<file path="src/rtl/microseq_pkg.sv">
// Shared encodings and field widths for the microsequencer.
// Holds sequencing codes, CALL/RET qualifiers, FSM states and the issued-field bundle.
package microseq_pkg;

    localparam int ALU_W   = 4;
    localparam int SH_W    = 2;
    localparam int KMX_W   = 1;
    localparam int M_W     = 2;
    localparam int SRC_W   = 6;
    localparam int T_W     = 7;
    localparam int A_W     = 5;
    localparam int DADDR_W = 11;

    typedef enum logic [1:0] {
        SEQ_NEXT   = 2'b00,
        SEQ_JUMP   = 2'b01,
        SEQ_BRANCH = 2'b10,
        SEQ_END    = 2'b11
    } seq_e;

    localparam logic [1:0] COND_CALL = 2'b01;
    localparam logic [1:0] COND_RET  = 2'b10;

    typedef enum logic [1:0] {
        ST_IDLE,
        ST_FILL,
        ST_RUN,
        ST_DRAIN
    } state_e;

    typedef struct packed {
        logic [ALU_W-1:0]   alu;
        logic [SH_W-1:0]    sh;
        logic [KMX_W-1:0]   kmx;
        logic [M_W-1:0]     m;
        logic [SRC_W-1:0]   b;
        logic [SRC_W-1:0]   c;
        logic [T_W-1:0]     t;
        logic [A_W-1:0]     a;
        logic [DADDR_W-1:0] daddr;
    } fields_t;

    // A source reads register dest only when it is not a constant (bit5 clear).
    function automatic logic src_reads(
        input logic [SRC_W-1:0] src,
        input logic [A_W-1:0]   dest
    );
        return !src[SRC_W-1] && (src[A_W-1:0] == dest);
    endfunction

endpackage

</file>
<file path="src/rtl/microsequencer_if.sv">
// Control-store bus between the sequencer (master) and a synchronous ROM (slave).
// Ports: cs_addr from master; fetched word fields cs_* from slave one cycle later.
interface microsequencer_if #(
    parameter int UPC_W = 8
);
    import microseq_pkg::*;

    logic [UPC_W-1:0]   cs_addr;
    logic [ALU_W-1:0]   cs_alu;
    logic [SH_W-1:0]    cs_sh;
    logic [KMX_W-1:0]   cs_kmx;
    logic [M_W-1:0]     cs_m;
    logic [SRC_W-1:0]   cs_b;
    logic [SRC_W-1:0]   cs_c;
    logic [T_W-1:0]     cs_t;
    logic [A_W-1:0]     cs_a;
    logic [DADDR_W-1:0] cs_daddr;
    logic [1:0]         cs_seq;
    logic [1:0]         cs_cond;
    logic [UPC_W-1:0]   cs_target;

    modport master (
        output cs_addr,
        input  cs_alu, cs_sh, cs_kmx, cs_m, cs_b, cs_c,
        input  cs_t, cs_a, cs_daddr, cs_seq, cs_cond, cs_target
    );

    modport slave (
        input  cs_addr,
        output cs_alu, cs_sh, cs_kmx, cs_m, cs_b, cs_c,
        output cs_t, cs_a, cs_daddr, cs_seq, cs_cond, cs_target
    );

endinterface

</file>
<file path="src/rtl/microseq_hazard.sv">
// Combinational RAW detector: sources B/C of the fetched word against in-flight dests.
// Ports: src_b/src_c in, vld/dest in-flight tracker in, stall out.
module microseq_hazard
    import microseq_pkg::*;
#(
    parameter int HAZ_STAGES = 2
) (
    input  logic [SRC_W-1:0]                src_b,
    input  logic [SRC_W-1:0]                src_c,
    input  logic [HAZ_STAGES-1:0]           vld,
    input  logic [HAZ_STAGES-1:0][A_W-1:0]  dest,
    output logic                            stall
);

    always_comb begin
        stall = 1'b0;
        for (int i = 0; i < HAZ_STAGES; i++) begin
            if (vld[i] && (dest[i] != '0) &&
                (src_reads(src_b, dest[i]) || src_reads(src_c, dest[i]))) begin
                stall = 1'b1;
            end
        end
    end

endmodule

</file>
<file path="src/rtl/microsequencer.sv">
// Control-store sequencer: fetches microwords, issues them to stage 1 with RAW bubbles.
// Ports: clock/reset_n, start/start_addr, cs bus (master), cond_flags, issued fields,
// issue_valid, busy, done, err. Optional return stack under MICROSEQ_STACK_EN.
module microsequencer
    import microseq_pkg::*;
#(
    parameter int UPC_W       = 8,
    parameter int HAZ_STAGES  = 2,
    parameter int STACK_DEPTH = 4
) (
    input  logic                clock,
    input  logic                reset_n,
    input  logic                start,
    input  logic [UPC_W-1:0]    start_addr,
    microsequencer_if.master    cs,
    input  logic [3:0]          cond_flags,
    output logic [ALU_W-1:0]    ALU_IN,
    output logic [SH_W-1:0]     SH_IN,
    output logic [KMX_W-1:0]    KMx_IN,
    output logic [M_W-1:0]      M_IN,
    output logic [SRC_W-1:0]    B_IN,
    output logic [SRC_W-1:0]    C_IN,
    output logic [T_W-1:0]      T_IN,
    output logic [A_W-1:0]      A_IN,
    output logic [DADDR_W-1:0]  data_address_in,
    output logic                issue_valid,
    output logic                busy,
    output logic                done,
    output logic                err
);

    localparam logic [UPC_W-1:0] UPC_ONE = UPC_W'(1);

    state_e                          state_q, state_d;
    logic [UPC_W-1:0]                upc_q, upc_d, nxt;
    fields_t                         out_q, cur;
    logic [HAZ_STAGES-1:0]           vld_q;
    logic [HAZ_STAGES-1:0][A_W-1:0]  dest_q;
    logic                            raw, stall, any_valid;
    logic                            issue, fault;
    seq_e                            seq;

    assign seq = seq_e'(cs.cs_seq);
    assign cur = fields_t'({cs.cs_alu, cs.cs_sh, cs.cs_kmx, cs.cs_m, cs.cs_b,
                            cs.cs_c, cs.cs_t, cs.cs_a, cs.cs_daddr});
    assign any_valid = |vld_q;

    microseq_hazard #(
        .HAZ_STAGES (HAZ_STAGES)
    ) u_hazard (
        .src_b (cs.cs_b),
        .src_c (cs.cs_c),
        .vld   (vld_q),
        .dest  (dest_q),
        .stall (raw)
    );

    // Branches wait for an empty pipe so cond_flags reflect every older word.
    assign stall = raw || ((seq == SEQ_BRANCH) && any_valid);

`ifdef MICROSEQ_STACK_EN
    localparam int IDX_W = (STACK_DEPTH > 1) ? $clog2(STACK_DEPTH) : 1;
    localparam int SP_W  = IDX_W + 1;
    localparam logic [SP_W-1:0]  SP_FULL = SP_W'(STACK_DEPTH);
    localparam logic [SP_W-1:0]  SP_ONE  = SP_W'(1);
    localparam logic [IDX_W-1:0] IDX_ONE = IDX_W'(1);

    logic [UPC_W-1:0] stack_q [STACK_DEPTH];
    logic [SP_W-1:0]  sp_q;
    logic [IDX_W-1:0] top_idx;
    logic             push, pop, err_q;

    assign top_idx = sp_q[IDX_W-1:0] - IDX_ONE;
    assign err     = err_q;
`else
    wire unused_stack = |STACK_DEPTH;
    assign err = 1'b0;
`endif

    always_comb begin
        state_d    = state_q;
        upc_d      = upc_q;
        nxt        = upc_q + UPC_ONE;
        cs.cs_addr = upc_q;
        issue      = 1'b0;
        fault      = 1'b0;
`ifdef MICROSEQ_STACK_EN
        push       = 1'b0;
        pop        = 1'b0;
`endif
        unique case (state_q)
            ST_IDLE: begin
                cs.cs_addr = start_addr;
                if (start) begin
                    upc_d   = start_addr;
                    state_d = ST_FILL;
                end
            end
            ST_FILL: begin
                state_d = ST_RUN;
            end
            ST_RUN: begin
                if (!stall) begin
                    unique case (seq)
                        SEQ_NEXT: nxt = upc_q + UPC_ONE;
                        SEQ_JUMP: begin
                            nxt = cs.cs_target;
`ifdef MICROSEQ_STACK_EN
                            if (cs.cs_cond == COND_CALL) begin
                                if (sp_q == SP_FULL) fault = 1'b1;
                                else push = 1'b1;
                            end else if (cs.cs_cond == COND_RET) begin
                                if (sp_q == '0) begin
                                    fault = 1'b1;
                                end else begin
                                    pop = 1'b1;
                                    nxt = stack_q[top_idx];
                                end
                            end
`endif
                        end
                        SEQ_BRANCH: begin
                            nxt = cond_flags[cs.cs_cond] ? cs.cs_target
                                                         : upc_q + UPC_ONE;
                        end
                        SEQ_END: nxt = upc_q;
                        default: nxt = upc_q;
                    endcase
                    if (fault) begin
                        state_d = ST_DRAIN;
                    end else begin
                        issue      = 1'b1;
                        upc_d      = nxt;
                        cs.cs_addr = nxt;
                        if (seq == SEQ_END) state_d = ST_DRAIN;
                    end
                end
            end
            ST_DRAIN: begin
                if (!any_valid) state_d = ST_IDLE;
            end
            default: state_d = ST_IDLE;
        endcase
    end

    always_ff @(posedge clock or negedge reset_n) begin
        if (!reset_n) begin
            state_q     <= ST_IDLE;
            upc_q       <= '0;
            out_q       <= '0;
            issue_valid <= 1'b0;
            vld_q       <= '0;
            dest_q      <= '0;
        end else begin
            state_q     <= state_d;
            upc_q       <= upc_d;
            out_q       <= issue ? cur : '0;
            issue_valid <= issue;
            for (int i = HAZ_STAGES - 1; i > 0; i--) begin
                vld_q[i]  <= vld_q[i-1];
                dest_q[i] <= dest_q[i-1];
            end
            vld_q[0]  <= issue;
            dest_q[0] <= issue ? cs.cs_a : '0;
        end
    end

`ifdef MICROSEQ_STACK_EN
    always_ff @(posedge clock or negedge reset_n) begin
        if (!reset_n) begin
            sp_q  <= '0;
            err_q <= 1'b0;
            for (int i = 0; i < STACK_DEPTH; i++) stack_q[i] <= '0;
        end else if ((state_q == ST_IDLE) && start) begin
            sp_q  <= '0;
            err_q <= 1'b0;
        end else begin
            if (fault) err_q <= 1'b1;
            if (push) begin
                stack_q[sp_q[IDX_W-1:0]] <= upc_q + UPC_ONE;
                sp_q <= sp_q + SP_ONE;
            end
            if (pop) sp_q <= sp_q - SP_ONE;
        end
    end
`endif

    assign ALU_IN          = out_q.alu;
    assign SH_IN           = out_q.sh;
    assign KMx_IN          = out_q.kmx;
    assign M_IN            = out_q.m;
    assign B_IN            = out_q.b;
    assign C_IN            = out_q.c;
    assign T_IN            = out_q.t;
    assign A_IN            = out_q.a;
    assign data_address_in = out_q.daddr;

    assign busy = (state_q != ST_IDLE);
    assign done = (state_q == ST_DRAIN) && !any_valid;

endmodule

</file>
<file path="src/flat_wrapper.sv">
// flat-port wrapper written by rule: the top's interface ports become plain ports
module microsequencer_flat import microseq_pkg::*;
#(
    parameter int UPC_W       = 8,
    parameter int HAZ_STAGES  = 2,
    parameter int STACK_DEPTH = 4
)
  (clock, reset_n, start, start_addr, cond_flags, ALU_IN, SH_IN, KMx_IN, M_IN, B_IN, C_IN, T_IN, A_IN, data_address_in, issue_valid, busy, done, err, cs_cs_addr, cs_cs_alu, cs_cs_sh, cs_cs_kmx, cs_cs_m, cs_cs_b, cs_cs_c, cs_cs_t, cs_cs_a, cs_cs_daddr, cs_cs_seq, cs_cs_cond, cs_cs_target);
  microsequencer_if #(.UPC_W(UPC_W)) cs_i ();
  input  logic clock;
  input  logic reset_n;
  input  logic start;
  input  logic [UPC_W-1:0] start_addr;
  input  logic [3:0] cond_flags;
  output logic [ALU_W-1:0] ALU_IN;
  output logic [SH_W-1:0] SH_IN;
  output logic [KMX_W-1:0] KMx_IN;
  output logic [M_W-1:0] M_IN;
  output logic [SRC_W-1:0] B_IN;
  output logic [SRC_W-1:0] C_IN;
  output logic [T_W-1:0] T_IN;
  output logic [A_W-1:0] A_IN;
  output logic [DADDR_W-1:0] data_address_in;
  output logic issue_valid;
  output logic busy;
  output logic done;
  output logic err;
  output wire logic [$bits(cs_i.cs_addr)-1:0] cs_cs_addr;
  input wire logic [$bits(cs_i.cs_alu)-1:0] cs_cs_alu;
  input wire logic [$bits(cs_i.cs_sh)-1:0] cs_cs_sh;
  input wire logic [$bits(cs_i.cs_kmx)-1:0] cs_cs_kmx;
  input wire logic [$bits(cs_i.cs_m)-1:0] cs_cs_m;
  input wire logic [$bits(cs_i.cs_b)-1:0] cs_cs_b;
  input wire logic [$bits(cs_i.cs_c)-1:0] cs_cs_c;
  input wire logic [$bits(cs_i.cs_t)-1:0] cs_cs_t;
  input wire logic [$bits(cs_i.cs_a)-1:0] cs_cs_a;
  input wire logic [$bits(cs_i.cs_daddr)-1:0] cs_cs_daddr;
  input wire logic [$bits(cs_i.cs_seq)-1:0] cs_cs_seq;
  input wire logic [$bits(cs_i.cs_cond)-1:0] cs_cs_cond;
  input wire logic [$bits(cs_i.cs_target)-1:0] cs_cs_target;
  assign cs_cs_addr = cs_i.cs_addr;
  assign cs_i.cs_alu = cs_cs_alu;
  assign cs_i.cs_sh = cs_cs_sh;
  assign cs_i.cs_kmx = cs_cs_kmx;
  assign cs_i.cs_m = cs_cs_m;
  assign cs_i.cs_b = cs_cs_b;
  assign cs_i.cs_c = cs_cs_c;
  assign cs_i.cs_t = cs_cs_t;
  assign cs_i.cs_a = cs_cs_a;
  assign cs_i.cs_daddr = cs_cs_daddr;
  assign cs_i.cs_seq = cs_cs_seq;
  assign cs_i.cs_cond = cs_cs_cond;
  assign cs_i.cs_target = cs_cs_target;
  microsequencer #(.UPC_W(UPC_W), .HAZ_STAGES(HAZ_STAGES), .STACK_DEPTH(STACK_DEPTH)) u_core (.clock(clock), .reset_n(reset_n), .start(start), .start_addr(start_addr), .cs(cs_i), .cond_flags(cond_flags), .ALU_IN(ALU_IN), .SH_IN(SH_IN), .KMx_IN(KMx_IN), .M_IN(M_IN), .B_IN(B_IN), .C_IN(C_IN), .T_IN(T_IN), .A_IN(A_IN), .data_address_in(data_address_in), .issue_valid(issue_valid), .busy(busy), .done(done), .err(err));
endmodule
</file>
<file path="config.mk">
export PLATFORM = sky130hd
export DESIGN_NAME = microsequencer_flat
export DESIGN_NICKNAME = d
export VERILOG_FILES = /design/src/rtl/microseq_pkg.sv /design/src/rtl/microsequencer_if.sv /design/src/rtl/microseq_hazard.sv /design/src/rtl/microsequencer.sv /design/src/flat_wrapper.sv
export SDC_FILE = /design/constraint.sdc
export NUM_CORES = 1
export LEC_CHECK = 0
export ABC_CLOCK_PERIOD_IN_PS = 3600
export CELL_PAD_IN_SITES_DETAIL_PLACEMENT = 0
export CELL_PAD_IN_SITES_GLOBAL_PLACEMENT = 1
export CORE_UTILIZATION = 32
export CTS_CLUSTER_DIAMETER = 40
export DETAILED_ROUTE_END_ITERATION = 7
export PLACE_DENSITY = 0.78
export SKIP_LAST_GASP = 1
export SLEW_MARGIN = 10
export SYNTH_ARGS = -nofsm -noshare
export SYNTH_HDL_FRONTEND = slang
export SYNTH_SLANG_ARGS = --single-unit
export TNS_END_PERCENT = 5
</file>
<file path="constraint.sdc">
create_clock -name clock -period 3.6 [get_ports clock]
set_input_delay 0.72 -clock clock [delete_from_list [all_inputs] [get_ports clock]]
set_output_delay 0.72 -clock clock [all_outputs]
set_load 0.005 [all_outputs]
</file>
# Word-level counts from Yosys, hierarchy flattened
# Index checks and enable logic that the tools add are counted.
totals:
  ff_bits: 67
  mem_bits_rw: 0
  elab_cells: 75
  input_bits: 71
  rom_bits: 0
  latchBits: 0
  memories: 0
  output_inout_bits: 56
op_classes:
  bitwise_logic: 0
  muxes: 19
  n_eq_ne: 14
  shifts: 0
  n_reduce_logical: 25
  add_sub_neg: 1
  n_div: 0
  n_mul: 0
  n_lt_le_gt_ge: 1
op_table:
  columns: ["operator", "count"]
  rows:
  - ["$mux W44", 1]
  - ["$pmux W8 S2", 2]
  - ["$pmux W8 S4", 1]
  - ["$mux W8", 3]
  - ["$eq A5 B5 Y1", 4]
  - ["$logic_and A1 B1 Y1", 10]
  - ["$reduce_bool A5 Y1", 2]
  - ["$add A8 B1 Y8 const B", 1]
  - ["$eq A2 B2 Y1 const B", 4]
  - ["$mux W2", 4]
  - ["$pmux W2 S4", 1]
  - ["$ne A2 B2 Y1 const B", 3]
  - ["$mux W1", 5]
  - ["$mux W5", 1]
  - ["$eq A2 B1 Y1 const B", 2]
  - ["$logic_not A2 Y1", 2]
  - ["$reduce_and A4 Y1", 1]
  - ["$reduce_bool A2 Y1", 2]
  - ["$logic_not A1 Y1", 3]
  - ["$logic_or A1 B1 Y1", 3]
  - ["$lt A2 B3 Y1 const B", 1]
  - ["$bmux W1 S2", 1]
  - ["$ne A2 B1 Y1 const B", 1]
  - ["$reduce_and A2 Y1", 1]
  - ["$reduce_or A2 Y1", 1]

# Depth between registers and ports, before layout
# Gate-level depths: netlist of run 1.
depth:
  word_depth: 10
  ltp_mapped: 7
  ltp_nobuf: 7

# Modules after synthesis
# From an unflattened synthesis of run 1, not the netlist that was laid out.
unflattened:
  hier_cells: 285
  area_unflattened_um2: 3051.7
by_module_without_submodules:
  columns: ["module", "area_each_um2", "seq_area_each_um2", "instances", "cells_each"]
  rows:
  - ["microsequencer", 2790.2, 1526.5, 1, 250]
  - ["microseq_hazard", 261.5, 0.0, 1, 35]

# Least setup slack after synthesis of run 1
# No wires, ideal clock.
synth_timing:
  path_type: "input port to output port"
  start: "input cs_cs_cond[0]"
  end: "output cs_cs_addr[7]"
  slack_ps: 631
  required_ps: 2880
  arrival_ps: 2249
  cell_stages: 6
  n_path_buf: 1
  cell_sequence: "mux4_2 -> clkbuf_1 -> o32ai_1 -> a22oi_1 -> o211a_1 -> a221o_1"
synth_via:
  elab_chain_len: 6
synth_lines:
  columns: ["item", "line_no", "text"]
  rows:
  - ["start: declaration", "flat_wrapper.sv:39", "input wire logic [$bits(cs_i.cs_cond)-1:0] cs_cs_cond;"]
  - ["$bmux W1 S2", "microsequencer.sv:123", "nxt = cond_flags[cs.cs_cond] ? cs.cs_target"]
  - ["$mux W1 (implied by the code)", "microsequencer.sv:123", null]
  - ["$mux W8", "microsequencer.sv:123", null]
  - ["$pmux W8 S4", "microsequencer.sv:104", "unique case (seq)"]
  - ["$mux W8", null, null]
  - ["$pmux W8 S2", "microsequencer.sv:91", "unique case (state_q)"]
  - ["end: declaration", "flat_wrapper.sv:28", "output wire logic [$bits(cs_i.cs_addr)-1:0] cs_cs_addr;"]
# Every way passes these cells. The select of a mux whose other input is x is not followed.

# Worst setup path in the final report of run 1
layout_timing:
  start: "input cond_flags[3]"
  end: "output cs_cs_addr[4]"
layout_via:
  elab_chain_len: 6
layout_lines:
  columns: ["item", "line_no", "text"]
  rows:
  - ["start: declaration", "flat_wrapper.sv:14", "input logic [3:0] cond_flags;"]
  - ["$bmux W1 S2", "microsequencer.sv:123", null]
  - ["$mux W1 (implied by the code)", "microsequencer.sv:123", null]
  - ["$mux W8", "microsequencer.sv:123", null]
  - ["$pmux W8 S4", "microsequencer.sv:104", null]
  - ["$mux W8", null, null]
  - ["$pmux W8 S2", "microsequencer.sv:91", null]
# Every way passes these cells. The select of a mux whose other input is x is not followed.

==> reports/summary.txt, run 1 <==
status = finished clean
Yosys cell types = 44
initial core utilization = 0.327
cell area power density = 679 nW/um^2
cell mode on critical path = a21oi_1
Max VDD drop = 0.250 mV
worst-margin pin slew = 0.524 ns
register area share after synthesis = 0.479
vias in the first global route = 2,813
Root Buffer = clkbuf_8
Post-DP HPWL = 6.48 mm
fin worst setup slack = 0.0161 ns
critical path type = in -> out
port bufs = 125
Antenna Cells = 0
worst-path cell chain = clkdlybuf4s50_1 > mux4_2 > buf_8 > nand2b_1 > a21oi_1 > a21oi_1 > and3_1 > a221o_1 > clkdlybuf4s15_2
Clock Latency Late Sink = 0.34 ns
Final period util = 0.996
area grow syn2layout = 56.3%
gr usage total = 0.182
Layout fillers = 915
Final Net Count = 522
vias per cell = 4.76
largest net degree at the start of global routing = 43
Die H = 102 microns
row cnt = 36
R2R cell count = 6
yosys warns = 0
share of cells above drive strength 1 = 0.150
CTS tree = yes
worst reg2reg setup slack = 1.26 ns
Max Cap Violations = 0
Final Power = 3.38 mW
Core Region = 9730 sq um
DIE AREA = 10,400 sq um
average size of a mapped cell = 10.4 sq um
cells after synthesis = 306
Routed WL = 8.77 mm
clock buffer depth = 2
1st-iter DRT viols = 106
Pleak = 2.20 nW
final hold vios = 0
Routed Antenna Nets = 0
number of H-tree levels = 3
GP Congestion = 0.813
Setup violations, final = 0
total CTS buffers = 9
post-route insts no fill = 585
Setup WS pre-CTS = -0.332 ns
Slew Limit Fails = 0
detailed-route DRC error count = 0
fmax = 279 MHz
grt ovf = 0
Startpoint Class = input port
RSZ-0062 raised after global routing = true
Placed Cells = 564
DRT Pass-1 Iters = 4
slowest CP cell = mux4_2
endpoint class of the critical path = primary output
die width = 102 microns
skew final = 0.0140 ns
design area = 4980 sq um
Hold Crit Class = in -> async
first-pass GRT wire length = 14.3 mm
Req. time, crit path = 2.88 ns
Ports = 127
Post-Syn Nets = 381
synthesized flop and latch total = 61
max incr delay on CP = 0.59 ns
area occupied by multi-input gates = 1590 sq um
CP arrival = 2.86 ns
r2r endpoint = u_core.state_q[1]$_DFFE_PN0P_
Placed Instance Area = 4670 sq um
overall via count from detail_route = 2,784
CTS Sinks = 61
initial antenna violation count = 0
hold slack final = 0.317 ns
Worst slew margin = 0.651
clk slew on worst S/H paths = 0.07 ns
wire per inst = 15.0 microns
Crit Path Max Fanout = 6
Final Critical Period = 3.58 ns
Mapped Area = 3190 sq um
reg2reg start = u_core.A_IN[3]$_DFF_PN0_
register area = 1530 sq um
[Yosys cell counts (all sizes together)]
cell | count | share of area
buf | 7 | 0.018
o22ai | 6 | 0.012
nand2 | 21 | 0.025
a21o | 3 | 0.0075
nand4 | 5 | 0.0098
o32ai | 4 | 0.011
or2 | 1 | 0.0020
a21oi | 8 | 0.013
ha | 4 | 0.016
o211ai | 1 | 0.0024
a31oi | 2 | 0.0039
mux4 | 1 | 0.0071
o21a | 2 | 0.0047
or2b | 2 | 0.0055
o21ai | 14 | 0.022
nor2 | 7 | 0.0082
clkbuf | 19 | 0.024
nand3 | 3 | 0.0047
o31ai | 1 | 0.0024
a221oi | 1 | 0.0047
a22oi | 2 | 0.0047
dfrtp | 61 | 0.48
xor2 | 4 | 0.011
mux2 | 6 | 0.021
or4 | 2 | 0.0047
xnor2 | 18 | 0.049
nor3b | 1 | 0.0024
nand2b | 14 | 0.027
and3 | 5 | 0.0098
nor2b | 1 | 0.0020
a2bb2oi | 1 | 0.0027
and2 | 47 | 0.093
inv | 3 | 0.0035
and4 | 2 | 0.0055
o21bai | 2 | 0.0047
o22a | 1 | 0.0027
a221o | 17 | 0.053
o211a | 1 | 0.0031
mux2i | 5 | 0.016
conb | 1 | 0.0012
[what timing repair did]
item | in CTS | in global routing
cloned | 1 | 0
setup endpoints to repair | 8 | 8
resized for setup | 34 | 7
hold buffers | 0 | 0
buffers inserted | 4 | 0
pin swaps | 5 | 3
[metrics by stage]
| step | util | setup TNS [ns] |
|---|---|---|
| CTS | 0.511 | -0.00396 |
| detailed placement | 0.480 | -2.19 |
| global route | 0.512 | -0.315 |
| finish | 0.512 | 0 |
| floorplan | - | 0 |
| global placement | 0.480 | -2.02 |
[routing by layer]
layer | vias to the layer above | track usage | wire length, microns
met5 | - | 0 | 0
li1 | 1353 | - | -
met2 | 74 | 0.291 | 4340
met1 | 1341 | 0.228 | 3790
met4 | 0 | 0.0858 | 178
met3 | 16 | 0.0504 | 454
[critical path: cells and delay by family]
family	cells	cell delay, ns
muxes	1	0.59
and+or+nand+nor	2	0.31
AOI/OAI and AO/OA	3	0.46
buffers and inverters	3	0.79
[final cells by class]
| cell class | instances | share of cell area |
|---|---|---|
| clock buffers | 12 | 0.0312 |
| flip-flops and latches | 61 | 0.307 |
| inverters | 3 | 0.00226 |
| clock inverters | 4 | 0.00653 |
| repair buffers | 156 | 0.302 |
| multi-input cells | 216 | 0.319 |
| well taps | 133 | 0.0334 |
[power by group]
group	internal (mW)	switching (mW)
Sequential	0.906	0.187
Combinational	0.991	0.738
Clock	0.290	0.269
[flip-flops by register name, summed over array words and instances, names as in the netlist]
signal / flops
u_core.A_IN: 4
u_core.vld_q: 2
u_core.KMx_IN: 1
u_core.upc_q: 8
u_core.B_IN: 6
u_core.ALU_IN: 4
u_core.dest_q: 6
u_core.SH_IN: 2
u_core.state_q: 2
u_core.data_address_in: 11
u_core.C_IN: 6
u_core.T_IN: 7
u_core.M_IN: 2
[worst max-delay path by stage]
stage | end | start | slack (ns)
CTS | cs_cs_addr[4] | cond_flags[3] | -0.004
global placement | cs_cs_addr[0] | cs_cs_b[4] | -0.26
global route | cs_cs_addr[5] | cond_flags[0] | -0.07
floorplan | cs_cs_addr[7] | cs_cs_cond[0] | 0.63
finish | cs_cs_addr[4] | cond_flags[3] | 0.02
detailed placement | cs_cs_addr[2] | cs_cs_cond[0] | -0.33
[cells in the final DEF (no fill, tap or decap), drive strengths merged, types with 3 or more instances in the layout]
cell	count
xor2	4
a21o	3
mux2	6
and2	47
clkdlybuf4s50	105
xnor2	18
o21ai	14
dlymetal6s2s	4
mux2i	5
o22ai	6
nand2	21
nand2b	14
clkbuf	13
ha	4
dfrtp	61
o32ai	4
buf	32
dlygate4sd2	9
a221o	17
and3	5
nand3	3
inv	3
nor2	7
a21oi	8
nand4	5
clkdlybuf4s15	5
[kinds of logic (layout without fill, tap and decap cells)]
kind of cell / Yosys count / count (layout) / share of synthesized area
adder cells (fa/ha/maj): 4 / 4 / 0.0157
AND/OR/NAND/NOR: 111 / 111 / 0.200
flip-flops: 61 / 61 / 0.479
buffers and inverters: 29 / 175 / 0.0452
XOR/XNOR: 22 / 22 / 0.0605
AO/OA/AOI/OAI: 66 / 66 / 0.154
other: 1 / 1 / 0.00118
multiplexers: 12 / 12 / 0.0440
Power figures use the tool's default switching activity.
==> run 2, diff against run 1 <==
--- a/config.mk
+++ b/config.mk
@@ -5,7 +5,6 @@
 export SDC_FILE = /design/constraint.sdc
 export NUM_CORES = 1
 export LEC_CHECK = 0
-export ABC_CLOCK_PERIOD_IN_PS = 3600
 export CELL_PAD_IN_SITES_DETAIL_PLACEMENT = 0
 export CELL_PAD_IN_SITES_GLOBAL_PLACEMENT = 1
 export CORE_UTILIZATION = 32
@@ -13,7 +12,7 @@
 export DETAILED_ROUTE_END_ITERATION = 7
 export PLACE_DENSITY = 0.78
 export SKIP_LAST_GASP = 1
-export SLEW_MARGIN = 10
+export SLEW_MARGIN = 20
 export SYNTH_ARGS = -nofsm -noshare
 export SYNTH_HDL_FRONTEND = slang
 export SYNTH_SLANG_ARGS = --single-unit
==> results of run 2 <==
Same layout as run 1: the final DEF is identical, and so are final timing and power.
